===== src/rtl/cond_pkg.sv =====
// cond_pkg: shared defaults and helpers for the condition-input conditioning block.
package cond_pkg;

   // Default channel count and debounce depth.
   localparam int COND_N_DEF  = 5;
   localparam int COND_DB_DEF = 4;

   // Debounce counter width: enough bits to count 0..db-1, never less than one bit.
   function automatic int cond_cnt_w(input int db);
      return (db <= 2) ? 1 : $clog2(db);
   endfunction

endpackage


===== src/rtl/cond_bit.sv =====
// cond_bit: one condition channel.
// The channel has a two-flop synchroniser, a tick-qualified debounce counter,
// registered rise/fall pulses, and an optional sticky rise flag.
// The sticky flag is enabled by defining COND_SYNC_LATCH_EN.
import cond_pkg::*;

module cond_bit #(
   parameter int DB_CYCLES = COND_DB_DEF
) (
   input  logic ck,
   input  logic rst,
   input  logic tick,
   input  logic i_raw,
   input  logic i_clr,
   output logic o_cond,
   output logic o_rise,
   output logic o_fall,
   output logic o_evt
);

   localparam int            CW       = cond_cnt_w(DB_CYCLES);
   localparam logic [CW-1:0] CNT_LAST = CW'(DB_CYCLES - 1);

   logic          r_sync1;
   logic          r_s;
   logic [CW-1:0] r_cnt;
   logic          r_cond;
   logic          r_rise;
   logic          r_fall;
   logic          w_accept;

   // A new level is accepted on the tick that completes DB_CYCLES disagreeing samples.
   assign w_accept = tick && (r_s != r_cond) && (r_cnt == CNT_LAST);

   // Two-flop synchroniser bringing the asynchronous line into the ck domain.
   always_ff @(posedge ck or posedge rst) begin
      if (rst) begin
         r_sync1 <= 1'b0;
         r_s     <= 1'b0;
      end else begin
         r_sync1 <= i_raw;
         r_s     <= r_sync1;
      end
   end

   // Debounce: count consecutive disagreeing ticks; any agreeing tick restarts the count.
   always_ff @(posedge ck or posedge rst) begin
      if (rst) begin
         r_cnt  <= '0;
         r_cond <= 1'b0;
      end else if (tick) begin
         if (r_s == r_cond) begin
            r_cnt <= '0;
         end else if (r_cnt == CNT_LAST) begin
            r_cond <= r_s;
            r_cnt  <= '0;
         end else begin
            r_cnt <= r_cnt + CW'(1);
         end
      end
   end

   // Edge pulses rise with the accepted level change and drop one cycle later.
   always_ff @(posedge ck or posedge rst) begin
      if (rst) begin
         r_rise <= 1'b0;
         r_fall <= 1'b0;
      end else begin
         r_rise <= w_accept &  r_s;
         r_fall <= w_accept & ~r_s;
      end
   end

   assign o_cond = r_cond;
   assign o_rise = r_rise;
   assign o_fall = r_fall;

`ifdef COND_SYNC_LATCH_EN
   logic r_evt;

   // Sticky rise flag so a slow microprogram can still see a pulse it missed; set beats clear.
   always_ff @(posedge ck or posedge rst) begin
      if (rst) begin
         r_evt <= 1'b0;
      end else if (w_accept && r_s) begin
         r_evt <= 1'b1;
      end else if (i_clr) begin
         r_evt <= 1'b0;
      end
   end

   assign o_evt = r_evt;
`else
   logic w_unused_clr;

   assign w_unused_clr = i_clr;
   assign o_evt        = 1'b0;
`endif

endmodule


===== src/rtl/cond_sync.sv =====
// cond_sync: synchronise, debounce and edge-detect the raw condition inputs.
// The outputs feed the condition multiplexer.
// Define COND_SYNC_LATCH_EN to enable the sticky evt flags and their clr inputs.
import cond_pkg::*;

module cond_sync #(
   parameter int N         = COND_N_DEF,
   parameter int DB_CYCLES = COND_DB_DEF
) (
   input  logic         ck,
   input  logic         rst,
   input  logic         tick,
   input  logic [N-1:0] raw,
   output logic [N-1:0] cond,
   output logic [N-1:0] rise,
   output logic [N-1:0] fall,
   input  logic [N-1:0] clr,
   output logic [N-1:0] evt
);

   // Channels are fully independent; one conditioning slice per input line.
   for (genvar g = 0; g < N; g++) begin : g_ch
      cond_bit #(
         .DB_CYCLES (DB_CYCLES)
      ) u_bit (
         .ck     (ck),
         .rst    (rst),
         .tick   (tick),
         .i_raw  (raw[g]),
         .i_clr  (clr[g]),
         .o_cond (cond[g]),
         .o_rise (rise[g]),
         .o_fall (fall[g]),
         .o_evt  (evt[g])
      );
   end

endmodule

===== config.mk =====
export PLATFORM = sky130hd
export DESIGN_NAME = cond_sync
export DESIGN_NICKNAME = d
export VERILOG_FILES = /design/src/rtl/cond_pkg.sv /design/src/rtl/cond_bit.sv /design/src/rtl/cond_sync.sv
export SDC_FILE = /design/constraint.sdc
export NUM_CORES = 1
export LEC_CHECK = 0
export ABC_AREA = 0
export CORE_MARGIN = 2
export CORE_UTILIZATION = 40
export DETAILED_ROUTE_END_ITERATION = 8
export PLACE_DENSITY = 0.75
export RECOVER_POWER = 25
export SYNTH_ARGS = -nofsm -noshare
export SYNTH_HDL_FRONTEND = slang
export SYNTH_SLANG_ARGS = --single-unit

===== constraint.sdc =====
create_clock -name ck -period 2.88 [get_ports ck]
set_input_delay 0.432 -clock ck [delete_from_list [all_inputs] [get_ports ck]]
set_output_delay 0.432 -clock ck [all_outputs]
set_load 0.02 [all_outputs]

==> results_dict.tcl, run 1 <==
set metrics [dict create \
    yosys_register_bits 35 \
    crit_family "buffers and inverters" \
    multi_input_area_sq_um 445 \
    status "finished, final reports clean" \
    insertion_delay_ps 280 \
    clock_sinks 35 \
    skew_ps 3.75 \
    diodes 0 \
    std_cell_rows 22 \
    cts_tree "built" \
    hpwlAfterDp_um 1470 \
    p_leak_uw 0.000820 \
    cts_buffer_depth 2 \
    vias_per_cell 4.44 \
    drt_wl_total_um 1980 \
    root_buffer "clkbuf_8" \
    clkTransAtPathRegs_ps 60 \
    dr.pass1.iters 2 \
    die_h_um 65.5 \
    syn_to_final_growth_pct 15.3 \
    die_area_sq_um 4290 \
    worstMarginPinSlew_ps 523 \
    grt_usage_pct 11.2 \
    die_w_um 65.5 \
    critPathKind "flop to output port" \
    htree_levels 2 \
    mappedNetlistArea_sq_um 1510 \
    cts_buffers 5 \
    cp_data_required_time_ps 2450 \
    maxSlewViolCount 0 \
    fmax_ghz 0.566 \
    hold_buffers 0 \
    grt_max_degree 26 \
    cp_max_fo 5 \
    postCtsResizedCells 0 \
    gp_congestion 0.683 \
    nFillCells 330 \
    crit_chain "clkdlybuf4s50_1" \
    drive_above_1_share_pct 13.6 \
    min_period_ps 1770 \
    drc 0 \
    hp-class "flop to flop" \
    setup_viol 0 \
    wl_per_cell_um 11.0 \
    ioPinCount 33 \
    drt_iter0_markers 6 \
    coreArea_sq_um 3660 \
    crit_arrival_ps 1340 \
    regArea_sq_um 876 \
    syn_area_per_cell_sq_um 12.7 \
    yosysSeqAreaShare_pct 57.9 \
    nNetsFinal 150 \
    peakVddDrop_mv 0.454 \
    hold_violations 0 \
    initial_core_util_pct 41.4 \
    netlist-cell-type-count 15 \
    worst-path-buf-inv 1 \
    ant_nets 0 \
    io_buffers 22 \
    final.setup.tns_ps 0 \
    pwr_density_cell_nw_per_um2 868 \
    grt.overflow.total 0 \
    critPathSlowestCell "clkdlybuf4s50_1" \
    syn_inst 119 \
    fin_total_pwr_uw 1510 \
    antenna_found_initial 0 \
    period_share_pct 61.4 \
    cp-start-kind "flop" \
    grt_pass1_vias 807 \
    rsz0062_at_grt "false" \
    num_vias 800 \
    yosys_warnings 0 \
    relSlewSlack_pct 65.1 \
    grt_first_pass_wirelength_um 3500 \
    end_kind "output port" \
    max-cap-violations 0 \
    post_cts.repair.setup_buffers 0 \
    cp_slowest_stage_delay_ps 630 \
]
path summary, 6_finish.rpt:
check                                                        start                            endpoint  slack, ps  cells past startpoint
worst max-delay path              g_ch[3].u_bit.o_cond$_DFFE_PP0P_                             cond[3]       1110                      1
worst min-delay path               g_ch[1].u_bit.r_sync1$_DFF_PP0_         g_ch[1].u_bit.r_s$_DFF_PP0_        350                      0
worst max register to register  g_ch[0].u_bit.r_cnt[0]$_DFFE_PP0P_  g_ch[0].u_bit.r_cnt[0]$_DFFE_PP0P_       1630                      3
worst min register to register     g_ch[1].u_bit.r_sync1$_DFF_PP0_         g_ch[1].u_bit.r_s$_DFF_PP0_        350                      0
max in group asynchronous                                      rst      g_ch[0].u_bit.o_rise$_DFF_PP0_       1600                      3
min in group asynchronous                                      rst     g_ch[2].u_bit.r_sync1$_DFF_PP0_        630                      2
registers in the layout, indices dropped and copies added, names as in the netlist:
register,cells
g_ch.u_bit.r_cnt,10
g_ch.u_bit.o_cond,5
g_ch.u_bit.o_fall,5
g_ch.u_bit.o_rise,5
g_ch.u_bit.r_s,5
g_ch.u_bit.r_sync1,5
through the flow:
stage	std cells	instance area, sq um	setup WS, ps	utilization (%)	hold WS (ps)
floorplan	123	1530	1670	-	331
global placement	173	1660	1160	45.3	335
detailed placement	173	1660	1110	45.3	336
CTS	180	1750	1090	47.7	358
global route	180	1750	1040	47.7	361
finish	180	1750	1110	47.7	354
layout make-up:
type / instances / area share (%)
Inverter: 11 / 2.37
Clock inverter: 1 / 0.287
Multi-Input combinational cell: 55 / 25.5
Timing Repair Buffer: 24 / 13.5
Sequential cell: 35 / 50.2
Clock buffer: 6 / 4.73
Tap cell: 48 / 3.44
power breakdown:
part,leakage (uW),internal [uW],switching (uW),total [uW]
clock,0.0000470,187,154,341
sequential,0.000448,609,102,711
combinational,0.000325,253,210,463
cells by family (layout without fill, tap and decap cells):
family / after synthesis / in the layout / share of synthesized area (%)
flops: 35 / 35 / 57.9
compound gates: 10 / 10 / 4.13
fa+ha+maj: 5 / 5 / 4.13
other cells: 1 / 5 / 0.248
xor+xnor: 5 / 5 / 2.89
simple gates: 25 / 25 / 12.3
mux: 5 / 5 / 4.71
buf+inv: 33 / 42 / 13.7
synthesized netlist by cell type:
| library cell | instances | area (sq um) |
|---|---|---|
| mux2_4 | 4 | 60.1 |
| dfrtp_1 | 35 | 876 |
| nand2_4 | 4 | 45.0 |
| o22ai_1 | 10 | 62.6 |
| buf_6 | 1 | 11.3 |
| mux2_2 | 1 | 11.3 |
| or3b_1 | 5 | 43.8 |
| xnor2_1 | 5 | 43.8 |
| ha_1 | 5 | 62.6 |
| nand2_1 | 6 | 22.5 |
| nor3b_1 | 10 | 75.1 |
| conb_1 | 1 | 3.75 |
| buf_4 | 20 | 150 |
| buf_2 | 1 | 5.00 |
| inv_1 | 11 | 41.3 |
layout by cell type, fill, tap and decap left out:
cell type         n
dfrtp_1          35
clkdlybuf4s50_1  16
inv_1            11
o22ai_1          10
nor3b_1          10
nand2_1           6
clkbuf_8          6
dlygate4sd3_1     6
xnor2_1           5
or3b_1            5
ha_1              5
conb_1            5
nand2_4           4
mux2_4            4
buf_4             2
mux2_2            1
clkinv_2          1
per-layer routing:
metal  routed length, um  track usage [%]
met5                   0                0
met4                  14             6.25
met3                 116             4.97
met2                1030             17.5
met1                 817             12.7
(Power assumes the default switching activity.)
==> run 2: changes to the inputs <==
==> constraint.sdc (replaced) <==
create_clock -name ck -period 1.8 [get_ports ck]
set_input_delay 0.27 -clock ck [delete_from_list [all_inputs] [get_ports ck]]
set_output_delay 0.27 -clock ck [all_outputs]
set_load 0.02 [all_outputs]
==> run 2 against run 1 <==
Combinational power up 61%; sequential power rose by 60%; hold slack got worse by 1.5 ps; clock skew fell by 0.79 ps; global-route usage is 0.14 points higher; non-clock buffer count did not move; wire length is 3.9% higher; register-to-register slack worse by 1000 ps; critical path type unchanged; largest power group unchanged; highest routed layer unchanged.
==> results_dict.tcl, run 2 (synthesized netlist as in run 1, its figures left out) <==
set metrics [dict create \
    status "finished, final reports clean" \
    min_to "g_ch[3].u_bit.r_s$_DFF_PP0_" \
    vias_per_cell 4.52 \
    cts_tree "built" \
    post_cts.repair.setup_buffers 0 \
    drt_iter0_markers 8 \
    fmax_ghz 0.620 \
    cp_data_required_time_ps 1530 \
    skew_ps 2.96 \
    r2r_setup_slack_ps 600 \
    postCtsResizedCells 0 \
    htree_levels 2 \
    period_share_pct 89.6 \
    grt_usage_pct 11.3 \
    ioPinCount 33 \
    place_ws_ps 249 \
    initial_core_util_pct 41.4 \
    drc 0 \
    wl_per_cell_um 11.4 \
    die_h_um 65.5 \
    worstMarginPinSlew_ps 836 \
    crit_chain "clkdlybuf4s50_1" \
    cp_slowest_stage_delay_ps 630 \
    maxSlewViolCount 0 \
    crit_arrival_ps 1340 \
    hold_buffers 0 \
    grt.overflow.total 0 \
    insertion_delay_ps 280 \
    whs_path_depth 0 \
    min_from "g_ch[3].u_bit.r_sync1$_DFF_PP0_" \
    worstReg2RegStart "g_ch[1].u_bit.r_cnt[0]$_DFFE_PP0P_" \
    reg2reg_depth 3 \
    std_cell_rows 22 \
    nNetsFinal 150 \
    grt_max_degree 36 \
    coreArea_sq_um 3660 \
    drive_above_1_share_pct 13.5 \
    largest_register_ffs 10 \
    clkTransAtPathRegs_ps 60 \
    peakVddDrop_mv 0.767 \
    antenna_found_initial 0 \
    drt_wl_total_um 2060 \
    hold_violations 0 \
    final.setup.tns_ps 0 \
    cp_max_fo 5 \
    worst_slack_ps 186 \
    p_leak_uw 0.000828 \
    io_buffers 22 \
    gp_congestion 0.682 \
    pwr_density_cell_nw_per_um2 1400 \
    clock_sinks 35 \
    crit_family "buffers and inverters" \
    layout_commonest_cell "dfrtp_1" \
    hp-class "flop to flop" \
    dr.pass1.iters 3 \
    dp.cells 173 \
    critPathSlowestCell "clkdlybuf4s50_1" \
    fin_util_pct 48.3 \
    fin_cells 181 \
    grt_pass1_vias 865 \
    setup_viol 0 \
    cts_buffers 5 \
    grt_first_pass_wirelength_um 3550 \
    critPathKind "flop to output port" \
    ant_nets 0 \
    die_area_sq_um 4290 \
    root_buffer "clkbuf_8" \
    num_vias 818 \
    min_period_ps 1610 \
    die_w_um 65.5 \
    max-cap-violations 0 \
    nFillCells 330 \
    final_cell_mix "dfrtp_1, clkdlybuf4s50_1, inv_1, o22ai_1, nor3b_1" \
    syn_to_final_growth_pct 16.8 \
    rsz0062_at_grt "false" \
    rr_endpoint "g_ch[1].u_bit.r_cnt[0]$_DFFE_PP0P_" \
    end_kind "output port" \
    whs_ps 353 \
    largest_register "g_ch.u_bit.r_cnt" \
    hpwlAfterDp_um 1470 \
    crit_start "g_ch[3].u_bit.o_cond$_DFFE_PP0P_" \
    diodes 0 \
    cp-start-kind "flop" \
    cts_buffer_depth 2 \
    worst-path-buf-inv 1 \
    relSlewSlack_pct 44.3 \
]
run 2: stage by stage:
step	area [sq um]	total power, uW
floorplan	1530	1740
global placement	1670	1840
detailed placement	1670	1910
CTS	1770	2530
global route	1770	2660
finish	1770	2480
run 2: worst max path at each step:
stage                                          to  slack, ps  depth (start not counted)
2_1_floorplan  g_ch[0].u_bit.r_cnt[0]$_DFFE_PP0P_        660                          3
3_3_place_gp   g_ch[3].u_bit.r_cnt[0]$_DFFE_PP0P_        300                          4
3_5_place_dp   g_ch[1].u_bit.r_cnt[0]$_DFFE_PP0P_        250                          4
4_1_cts                                   cond[2]        160                          1
5_1_grt                                   cond[4]        130                          1
6_report                                  cond[3]        190                          1
run 2: area by class of cell:
type | count | area (sq um) | share of cell area [%]
clock buffer | 8 | 100 | 5.66
timing repair buffer | 24 | 245 | 13.9
multi-input combinational | 55 | 445 | 25.2
tap | 48 | 60.1 | 3.40
inverter | 11 | 41.3 | 2.34
sequential | 35 | 876 | 49.5
run 2: report_power, final:
part / total [uW] / internal [uW] / switching [uW]
Sequential: 1140 / 974 / 161
Combinational: 747 / 404 / 343
Clock: 601 / 349 / 253
Total: 2480 / 1730 / 757
run 2: metal layers:
metal	global-route usage, %	vias up	share of wire (%)
li1	-	391	-
met1	10.8	404	39
met3	5.82	4	5.8
met2	19.5	19	54
met4	6.25	0	1.7
met5	0	-	0
==> RTL change 1 (config.mk and constraints of run 2) <==
The option `COND_SYNC_LATCH_EN` is turned on by a define.
--- a/src/rtl/cond_bit.sv
+++ b/src/rtl/cond_bit.sv
@@ -2,6 +2,8 @@
 // The channel has a two-flop synchroniser, a tick-qualified debounce counter,
 // registered rise/fall pulses, and an optional sticky rise flag.
 // The sticky flag is enabled by defining COND_SYNC_LATCH_EN.
+`define COND_SYNC_LATCH_EN
+
 import cond_pkg::*;
 
 module cond_bit #(
Function: changed (Yosys sat finds a counterexample within 10 cycles, from zero or initial values and one cycle with rst high).
==> RTL change 1 against run 2 <==
- synthesized area increased by 13%
- critical path type unchanged
- highest routed layer unchanged
- setup slack got worse by 0.030 ns
- power increased by 8.6%
- non-clock buffer count increased by 10
- cell area increased by 15%
- register-to-register slack got worse by 0.03 ns
- largest cell class unchanged
- sequential cell count increased by 5
- routed wire length increased by 20%
==> RTL change 1: results (changes against run 2) <==
[status]
outcome = complete, no violations  ; unchanged

[worst_hold_path]
min_to = g_ch[4].u_bit.r_s$_DFF_PP0_  ; was g_ch[3].u_bit.r_s$_DFF_PP0_

[global_routing]
grtUsageMet1 = 0.142  ; was 0.108
grt_pass1_wl_um = 4510  ; was 3550 µm
use_met3 = 0.0465  ; was 0.0582
grtUsageTotal = 0.118  ; was 0.113
grt_pass1_vias = 1034  ; was 865

[logic_synthesis]
syn-instance-count = 138  ; was 119
synth.top_cells.by_count = dfrtp_1, inv_1, buf_4  ; was dfrtp_1, buf_4, inv_1
synth_area_leaders = dfrtp_1, buf_4, inv_1  ; was dfrtp_1, buf_4, nor3b_1
synth_seq_area_share = 0.587  ; was 0.579
ys_types = 16  ; was 15

[power]
switchingPower_mw = 0.828  ; was 0.757 mW
p_leak_nw = 0.951  ; was 0.828 nW
seq_cell_power_mw = 1.28  ; was 1.14 mW
power_frac_comb = 0.293  ; was 0.301

[sta]
hold_slack_ns = 0.351  ; was 0.353 ns
tightest_slew_ns = 0.944  ; was 0.836 ns

[placement]
port_buffers = 32  ; was 22
dp.cells = 200  ; was 173
finalWeightedCongestion = 0.761  ; was 0.682

[route]
wl_met2_um = 1220  ; was 1110 µm
wl_met1_um = 1070  ; was 795 µm
detail_route.wl_per_cell_um = 11.9  ; was 11.4 µm
wl_met3_um = 135  ; was 119 µm
routed_wl_um = 2460  ; was 2060 µm
drt_iter0_markers = 31  ; was 8

[setup_path]
r2r-end = g_ch[2].u_bit.r_cnt[0]$_DFFE_PP0P_  ; was g_ch[1].u_bit.r_cnt[0]$_DFFE_PP0P_
cp-startpoint = g_ch[1].u_bit.o_cond$_DFFE_PP0P_  ; was g_ch[3].u_bit.o_cond$_DFFE_PP0P_
cp_max_fo = 6  ; was 5

[layout]
fillers = 356  ; was 330

RTL change 1: logic make-up after synthesis:
family	count (synthesis)	share of synthesized area
buf+inv	43	0.144
flops	40	0.587
simple gates	25	0.102
compound gates	15	0.0624
xor+xnor	5	0.0257
mux	5	0.0419
fa+ha+maj	5	0.0367
RTL change 1: cell type report:
cell class,instances,area (µm²),area share
clock buffers,7,96.3,0.0472
repair buffers,34,345,0.169
multi-input cells,55,458,0.224
well taps,50,62.6,0.0306
inverters,21,78.8,0.0386
flip-flops and latches,40,1000,0.490
RTL change 1: metrics by stage:
stage	total power [mW]	utilization	area [µm²]	worst slack (ns)
floorplan	1.90	-	1700	0.612
global placement	2.03	0.480	1950	0.318
detailed placement	2.10	0.480	1950	0.225
CTS	2.74	0.504	2040	0.129
global route	2.89	0.503	2040	0.0940
finish	2.70	0.503	2040	0.156
RTL change 1: worst register-to-register path: cells and delay by family (launching register included):
kind	cells	cell delay, ns
fa+ha+maj	1	0.25
compound gates	1	0.11
flops	1	0.41
simple gates	1	0.39
==> RTL change 2 (config.mk and constraints of run 2) <==
Without the edit above. Put a register stage on the output `cond`. The value now appears one clock later. The other outputs are not delayed to match.
--- a/src/rtl/cond_sync.sv
+++ b/src/rtl/cond_sync.sv
@@ -18,6 +18,8 @@
    output logic [N-1:0] evt
 );
 
+   logic [N-1:0] cond_d;
+
    // Channels are fully independent; one conditioning slice per input line.
    for (genvar g = 0; g < N; g++) begin : g_ch
       cond_bit #(
@@ -28,11 +30,15 @@
          .tick   (tick),
          .i_raw  (raw[g]),
          .i_clr  (clr[g]),
-         .o_cond (cond[g]),
+         .o_cond (cond_d[g]),
          .o_rise (rise[g]),
          .o_fall (fall[g]),
          .o_evt  (evt[g])
       );
    end
 
+   always_ff @(posedge ck) begin
+       cond <= cond_d;
+   end
+
 endmodule
Formal check against the unedited RTL: not equivalent (Yosys sat finds a counterexample within 10 cycles, from zero or initial values and one cycle with rst high).
==> RTL change 2 against run 2 <==
- cell area grew 5.2%
- sequential power is 15% higher
- worst hold slack got worse by 0.0042 ns
- critical path depth did not move
- routed wire length grew 3.9%
- core utilization is 1.8 points higher
- global-route usage is 0.51 points higher
- sequential share of layout area rose by 2.9 points
- sequential cell count increased by 5
- setup slack better by 0.13 ns
- power grew 6.3%
- synthesized area grew 4.1%
- critical path type unchanged
- largest power group unchanged
==> RTL change 2: results (changes against run 2) <==
[setup_path]
cpMaxStageDelayCell = clkdlybuf4s50_1  ; unchanged
rrSetupSlack_ns = 0.56  ; was 0.60 ns
cp_slowest_stage_delay_ns = 0.60  ; was 0.63 ns
cp_max_fo = 1  ; was 5
cp.arrival_ns = 1.21  ; was 1.34 ns

[route]
viasPerCell = 4.62  ; was 4.52
firstDrtPassIters = 3  ; unchanged
routed_wl_um = 2140  ; was 2060 µm
drt_iter0_markers = 17  ; was 8

[global_routing]
grtUsageMet1 = 0.112  ; was 0.108
use_met3 = 0.0507  ; was 0.0582
grt_pass1_vias = 897  ; was 865
grt_pass1_wl_um = 3770  ; was 3550 µm
grtUsageTotal = 0.118  ; was 0.113
grt_max_degree = 36  ; unchanged
grt_antenna_before_repair = 0  ; unchanged
use_met2 = 0.218  ; was 0.195

[layout]
largest_reg_flops = 10  ; unchanged
regMostFlops = g_ch.u_bit.r_cnt  ; unchanged
drive_gt1_frac = 0.138  ; was 0.135
n_antenna_cell = 0  ; unchanged
nets = 155  ; was 150

[clock_tree]
cts_root_buffer = clkbuf_8  ; unchanged
cts_buffers = 5  ; unchanged
post_cts_resized = 0  ; unchanged
cts_buffer_depth = 2  ; unchanged
clk_pin_slew_ns = 0.07
clkLatencyLatePin_ns = 0.29
postCtsSetupBuffers = 0  ; unchanged
h-tree-depth = 2  ; unchanged

[logic_synthesis]
synth-compound-area-share = 0.0397  ; was 0.0413
synth.top_cells.by_count = dfrtp_1, buf_4, inv_1  ; unchanged
synth-xor-area-share = 0.0278  ; was 0.0289
ys_async_sr_fraction = 0.875  ; was 1.00
synth_area_leaders = dfrtp_1, buf_4, dfxtp_1  ; was dfrtp_1, buf_4, nor3b_1
synth_seq_area_share = 0.619  ; was 0.579
yosys.area_share.adder = 0.0397  ; was 0.0413
ys_types = 16  ; was 15
yosysWarnings = 0  ; unchanged
synth_mux_area_frac = 0.0452  ; was 0.0471
synth-edff-count = 0  ; unchanged

[placement]
place_area_um2 = 1770  ; was 1670 µm²
finalWeightedCongestion = 0.613  ; was 0.682
port_buffers = 22  ; unchanged
place_hpwl_um = 1490  ; was 1470 µm

[sta]
hold_slack_ns = 0.349  ; was 0.353 ns
fin_skew_ns = 0.00412  ; was 0.00296 ns
tightest_slew_ns = 0.836  ; about the same

[worst_hold_path]
hold_class = reg2reg  ; unchanged

[power]
vdd.ir_drop.worst_mv = 0.600  ; was 0.767 mV
p_leak_nw = 0.870  ; was 0.828 nW

[status]
outcome = complete, no violations  ; unchanged

[flow_run]
cap_violations = 0  ; unchanged

## RTL change 2: report_power, final
part	total [mW]	leakage (nW)	switching, mW	internal [mW]
clock network	0.598	0.0510	0.293	0.306
logic	0.730	0.329	0.333	0.397
registers	1.31	0.490	0.175	1.14
total	2.64	0.870	0.800	1.84
## RTL change 2: metal layers
layer,vias to the layer above,share of wire
met4,0,0.018
met1,432,0.37
met5,-,0
li1,406,-
met3,4,0.048
met2,18,0.56
## RTL change 2: cell families (layout without fill, tap and decap cells)
kind of cell,after synthesis,after routing
flops,40,40
buf+inv,28,43
simple gates,25,25
compound gates,10,10
fa+ha+maj,5,5
xor+xnor,5,5
mux,5,5
other cells,1,5
## RTL change 2: metrics by stage
stage                     std cells  setup WS [ns]  total power, mW
after floorplan                 123          0.661             1.84
after global placement          178          0.294             2.00
after detailed placement        178          0.249             2.07
after CTS                       186          0.292             2.68
after global routing            186          0.253             2.82
final                           186          0.316             2.64
## RTL change 2: path summary, 6_finish.rpt
check	start	endpoint	depth (start not counted)
min reg2reg	g_ch[4].u_bit.r_sync1$_DFF_PP0_	g_ch[4].u_bit.r_s$_DFF_PP0_	0
max	g_ch[4].u_bit.o_rise$_DFF_PP0_	rise[4]	1
min	g_ch[4].u_bit.r_sync1$_DFF_PP0_	g_ch[4].u_bit.r_s$_DFF_PP0_	0
max reg2reg	g_ch[3].u_bit.r_cnt[0]$_DFFE_PP0P_	g_ch[3].u_bit.r_cnt[0]$_DFFE_PP0P_	3
max in group asynchronous	rst	g_ch[0].u_bit.o_cond$_DFFE_PP0P_	3
min in group asynchronous	rst	g_ch[1].u_bit.r_sync1$_DFF_PP0_	3
## RTL change 2: layout make-up
cell class              count  area [µm²]
clock buffers               6        82.6
clock inverters             2        10.0
fillers                   332        1860
inverters                  11        41.3
multi-input cells          55         445
flip-flops and latches     40         976
well taps                  48        60.1
repair buffers             24         245
## RTL change 2: worst register-to-register path, delay by kind of cell, from the launching register on
| family | cells | cell delay [ns] |
|---|---|---|
| simple gates | 1 | 0.38 |
| flops | 1 | 0.40 |
| fa+ha+maj | 1 | 0.25 |
| compound gates | 1 | 0.12 |
